===== src/rtl/eq4_input_cond.sv =====
// eq4_input_cond: synchronise and debounce board switches/buttons into one-cycle comparator commands (optional EQ4_INPUT_SYNC_EN adds 2-flop synchronisers)
module eq4_input_cond #(
   parameter int DEBOUNCE_CYCLES = 4
) (
   input  logic       clk,
   input  logic       reset,
   input  logic [1:0] btn_raw,
   input  logic [3:0] sw_raw,
   output logic [3:0] test,
   output logic [1:0] pushbutton,
   output logic       busy
);
   localparam int CW = $clog2(DEBOUNCE_CYCLES + 1);
   localparam logic [CW-1:0] LAST = CW'(DEBOUNCE_CYCLES - 1);
   typedef enum logic [1:0] {IDLE, PRESS_DB, HELD, REL_DB} state_t;
   state_t st [2];
   state_t st_n [2];
   logic [CW-1:0] cnt [2];
   logic [CW-1:0] cnt_n [2];
   logic [1:0] btn_s, acc_n, accept, pb_n;
   logic [3:0] sw_s;
   logic pend_0;
`ifdef EQ4_INPUT_SYNC_EN
   logic [1:0] b1, b2;
   logic [3:0] s1, s2;
   // two-flop chains bring the asynchronous board levels into the clk domain
   always_ff @(posedge clk) begin
      if (reset) begin
         b1 <= '0;
         b2 <= '0;
         s1 <= '0;
         s2 <= '0;
      end else begin
         b1 <= btn_raw;
         b2 <= b1;
         s1 <= sw_raw;
         s2 <= s1;
      end
   end
   assign btn_s = b2;
   assign sw_s  = s2;
`else
   assign btn_s = btn_raw;
   assign sw_s  = sw_raw;
`endif
   // per-button debounce FSM: a level must hold DEBOUNCE_CYCLES samples to be accepted
   always_comb begin
      for (int i = 0; i < 2; i++) begin
         st_n[i]  = st[i];
         cnt_n[i] = cnt[i];
         acc_n[i] = 1'b0;
         case (st[i])
            IDLE: if (btn_s[i]) begin
               st_n[i]  = PRESS_DB;
               cnt_n[i] = CW'(1);
            end
            PRESS_DB: if (!btn_s[i]) begin
               st_n[i]  = IDLE;
               cnt_n[i] = '0;
            end else if (cnt[i] == LAST) begin
               st_n[i]  = HELD;
               cnt_n[i] = '0;
               acc_n[i] = 1'b1;
            end else cnt_n[i] = cnt[i] + 1'b1;
            HELD: if (!btn_s[i]) begin
               st_n[i]  = REL_DB;
               cnt_n[i] = CW'(1);
            end
            REL_DB: if (btn_s[i]) begin
               st_n[i]  = HELD;
               cnt_n[i] = '0;
            end else if (cnt[i] == LAST) begin
               st_n[i]  = IDLE;
               cnt_n[i] = '0;
            end else cnt_n[i] = cnt[i] + 1'b1;
            default: begin
               st_n[i]  = IDLE;
               cnt_n[i] = '0;
            end
         endcase
      end
   end
   // button 1 wins a tie; button 0 is deferred one cycle through pend_0
   always_comb begin
      pb_n = accept[1] ? 2'b10 : (accept[0] | pend_0) ? 2'b01 : 2'b00;
   end
   // state, counters, accept flags and registered outputs
   always_ff @(posedge clk) begin
      if (reset) begin
         st         <= '{IDLE, IDLE};
         cnt        <= '{'0, '0};
         accept     <= '0;
         pend_0     <= 1'b0;
         pushbutton <= '0;
         test       <= '0;
      end else begin
         st         <= st_n;
         cnt        <= cnt_n;
         accept     <= acc_n;
         pend_0     <= accept[1] & (accept[0] | pend_0);
         pushbutton <= pb_n;
         test       <= (pb_n != 2'b00) ? sw_s : test;
      end
   end
   assign busy = (st[0] != IDLE) | (st[1] != IDLE);
endmodule


===== config.mk =====
export PLATFORM = sky130hd
export DESIGN_NAME = eq4_input_cond
export DESIGN_NICKNAME = d
export VERILOG_FILES = /design/src/rtl/eq4_input_cond.sv
export SDC_FILE = /design/constraint.sdc
export NUM_CORES = 1
export LEC_CHECK = 0
export ABC_AREA = 1
export CAP_MARGIN = 0
export CORE_MARGIN = 3
export CORE_UTILIZATION = 33
export DETAILED_ROUTE_END_ITERATION = 6
export SLEW_MARGIN = 30
export SYNTH_ARGS = -nofsm -noshare
export SYNTH_HDL_FRONTEND = slang
export SYNTH_SLANG_ARGS = --single-unit

===== constraint.sdc =====
create_clock -name clk -period 1.1 [get_ports clk]
set_input_delay 0.22 -clock clk [delete_from_list [all_inputs] [get_ports clk]]
set_output_delay 0.22 -clock clk [all_outputs]
set_load 0.05 [all_outputs]

==> summary.md <==
| Metric | Value |
|---|---|
| Synthesis Warnings | `0` |
| Post-DRT Antenna Nets | `0` |
| Routed WL | `1563 um` |
| Critical path fanouts, max | `2` |
| Antenna violations before repair | `0` |
| RSZ-0062 raised after global routing | `true` |
| Vias in the first global route | `673` |
| Clock latency on the worst-skew pair | `0.29 ns` |
| Mux cell area share after synthesis | `0` |
| Register area | `390.4 um^2` |
| Synth top cells by count | `19 x dfxtp_1, 15 x nor2_1, 8 x inv_1` |
| P_leak | `0.4752 nW` |
| Crit path cell chain | `inv_2, nand4_1, buf_12` |
| H-Tree Depth | `1` |
| Failing checks | `negative setup slack` |
| Most numerous cell in the Yosys netlist | `dfxtp_1` |
| TritonCTS Buffers | `3` |
| Critical Path RT | `0.88 ns` |
| Clk slew on worst S/H paths | `0.11 ns` |
| Util after Layout | `0.5469` |
| DRT Pass-1 Iters | `3` |
| Area growth from synthesis to layout | `49.18%` |
| Num rows | `16` |
| Cell area after layout | `1139 um^2` |
| Clock Path Buffers | `2` |
| Gpl congestion | `0.8261` |
| Synth Area in Simple Gates | `0.3016` |
| Clock sinks | `19` |
| Ys flop type | `dfxtp_1` |
| Multi-input gate area | `364.1 um^2` |
| Main combinational cell family by area after synthesis | `simple AND/OR/NAND/NOR gates` |
| Synthesized flop and latch total | `19` |
| Adder-cell area share of the yosys netlist | `0.03279` |
| First-pass GRT wire length | `2697 um` |
| Slew @ Worst Pin | `0.1780 ns` |
| FFs w/ async S/R, synth | `0` |
| Die footprint | `2926 um^2` |
| Diode count | `0` |
| Slowest CP cell | `dfxtp_2` |
| Largest net degree at the start of global routing | `12` |
| Sequential area share after synthesis | `0.4984` |
| Status | `finished, violations left` |
| Post-route worst setup slack | `-0.1369 ns` |
| GRT Total Usage | `0.1302` |
| Core ar. | `2082 um^2` |
| Post-synth top area share | `0.4984` |
| Worst VDD drop | `0.7088 mV` |
| CP Capture Type | `output pin` |
| Nets@finish | `131` |
| Vias/cell | `4.558` |
| Final-report max-slew violation count | `0` |
| Worst path max stage delay | `0.34 ns` |
| Initial Util | `0.3666` |
| Fin cells | `147` |
| Mapped Cells | `94` |
| Final Hold Fails | `0` |
| CTS tree | `built` |
| XOR/XNOR Fraction of Synth Area | `0` |
| Cts hold-fix bufs | `0` |
| CP Class | `reg2out` |
| Root Driver | `clkbuf_4` |
| Hold Startpoint | `accept[1]$_SDFF_PP0_` |
| Post-route minimum period | `1.237 ns` |
| Arrival time at the worst endpoint | `1.02 ns` |
| Library cells used by synthesis | `20` |
| Final setup viols | `1` |
| Pre-CTS setup slack | `-0.1516 ns` |
| Max-slew headroom at the worst pin | `0.8804` |
| Syn Nets | `104` |
| Placed Instance Area | `1015 um^2` |
| Grt ovf | `0` |
| HP Class | `reg2reg` |
| Vias | `670` |
| Syn_area_per_cell | `8.119 um^2` |
| # port buffers | `14` |
| Synth Area in Compound Gates | `0.09836` |
| Critical path launch point type | `register` |
| FILL cells | `206` |
| Overall power | `0.001196 W` |
| Drc violations | `0` |
| RR Startpoint | `cnt[4]$_SDFFE_PP0P_` |
| Synth Cell Area | `763.2 um^2` |
| Post-synth EDFFs | `0` |
| Clk_skew | `0.007289 ns` |
| Pwr/cell area | `1051 nW/um^2` |
| Max cap viols | `0` |
| Synth area leader | `dfxtp_1` |
| Layout cells sized above 1 | `0.4167` |
| Die Height | `54.09 um` |
| Max Fclk | `0.8085 GHz` |
| DR iter-0 viols | `6` |
| Overall die width | `54.09 um` |
| Routed wire per std cell | `10.63 um` |
| Synth area leaders | `dfxtp_1 50%, nor2_1 7.4%, nand2_2 4.9%` |
| Hpwl dp | `1164 um` |
| Fin crit share | `1.124` |
| Num ports | `15` |
| DP Cell Count | `136` |
[metrics by stage]
step | TNS [ns] | hold WS (ns)
2_1_floorplan | 0 | 0.3549
6_report | -0.1369 | 0.4270
3_5_place_dp | -1.040 | 0.4155
4_1_cts | -0.1580 | 0.4248
5_1_grt | -0.1858 | 0.4377
3_3_place_gp | -0.8198 | 0.4225
[critical path, delay by kind of cell (launching register included)]
family	cells	cell delay, ns
DFF	1	0.34
buffers and inverters	2	0.24
and+or+nand+nor	1	0.14
[cell families after synthesis]
group / Yosys count
adder cells (fa/ha/maj): 2
AO/OA/AOI/OAI: 14
flip-flops: 19
buffers and inverters: 13
AND/OR/NAND/NOR: 46
[cell usage in the layout, fill, tap and decap left out, drive strengths merged]
master         count
clkdlybuf4s50      7
a21oi              6
clkinv             1
nand4              3
clkbuf             3
a21boi             2
buf               16
nand3b             1
dfxtp             19
and3               2
nor3b              1
nand3              6
nor2              17
nand2             12
inv               12
o21ai              6
nor3               4
ha                 2
[cell type report]
class | instances | share of cell area
Multi-Input combinational cell | 62 | 0.3198
Tap cell | 27 | 0.02967
Clock inverter | 1 | 0.004396
Sequential cell | 19 | 0.3429
Timing Repair Buffer | 23 | 0.2440
Clock buffer | 3 | 0.01978
Inverter | 12 | 0.03956
[where the power goes]
group | leakage [nW] | switching (W) | internal, W
Clock | 0.0177 | 0.000208 | 0.000135
Combinational | 0.300 | 0.0000669 | 0.0000746
Sequential | 0.157 | 0.00000971 | 0.000702
Total | 0.475 | 0.000285 | 0.000911
[repair_timing]
action | 4_1_cts | 5_1_grt
setup buffers | 5 | 2
setup endpoints to repair | 1 | 10
pin swaps | 1 | 5
gates resized for setup | 6 | 14
cloned | 0 | 0
[metal layers]
| metal | vias up | part of all wire | GRT usage |
|---|---|---|---|
| met2 | 4 | 0.53 | 0.2319 |
| li1 | 360 | - | - |
| met3 | 2 | 0.024 | 0.03324 |
| met5 | - | 0 | 0 |
| met1 | 304 | 0.43 | 0.1421 |
| met4 | 0 | 0.0083 | 0.06224 |
[path summary, 6_finish.rpt]
path / endpoint / slack [ns] / cells after the start
hold reg to reg: pushbutton[0]$_SDFF_PP0_ / 0.43 / 1
setup reg to reg: register / 0.08 / 6
hold / removal: pushbutton[0]$_SDFF_PP0_ / 0.43 / 1
setup / recovery: busy / -0.14 / 3
Power figures use the tool's default switching activity.
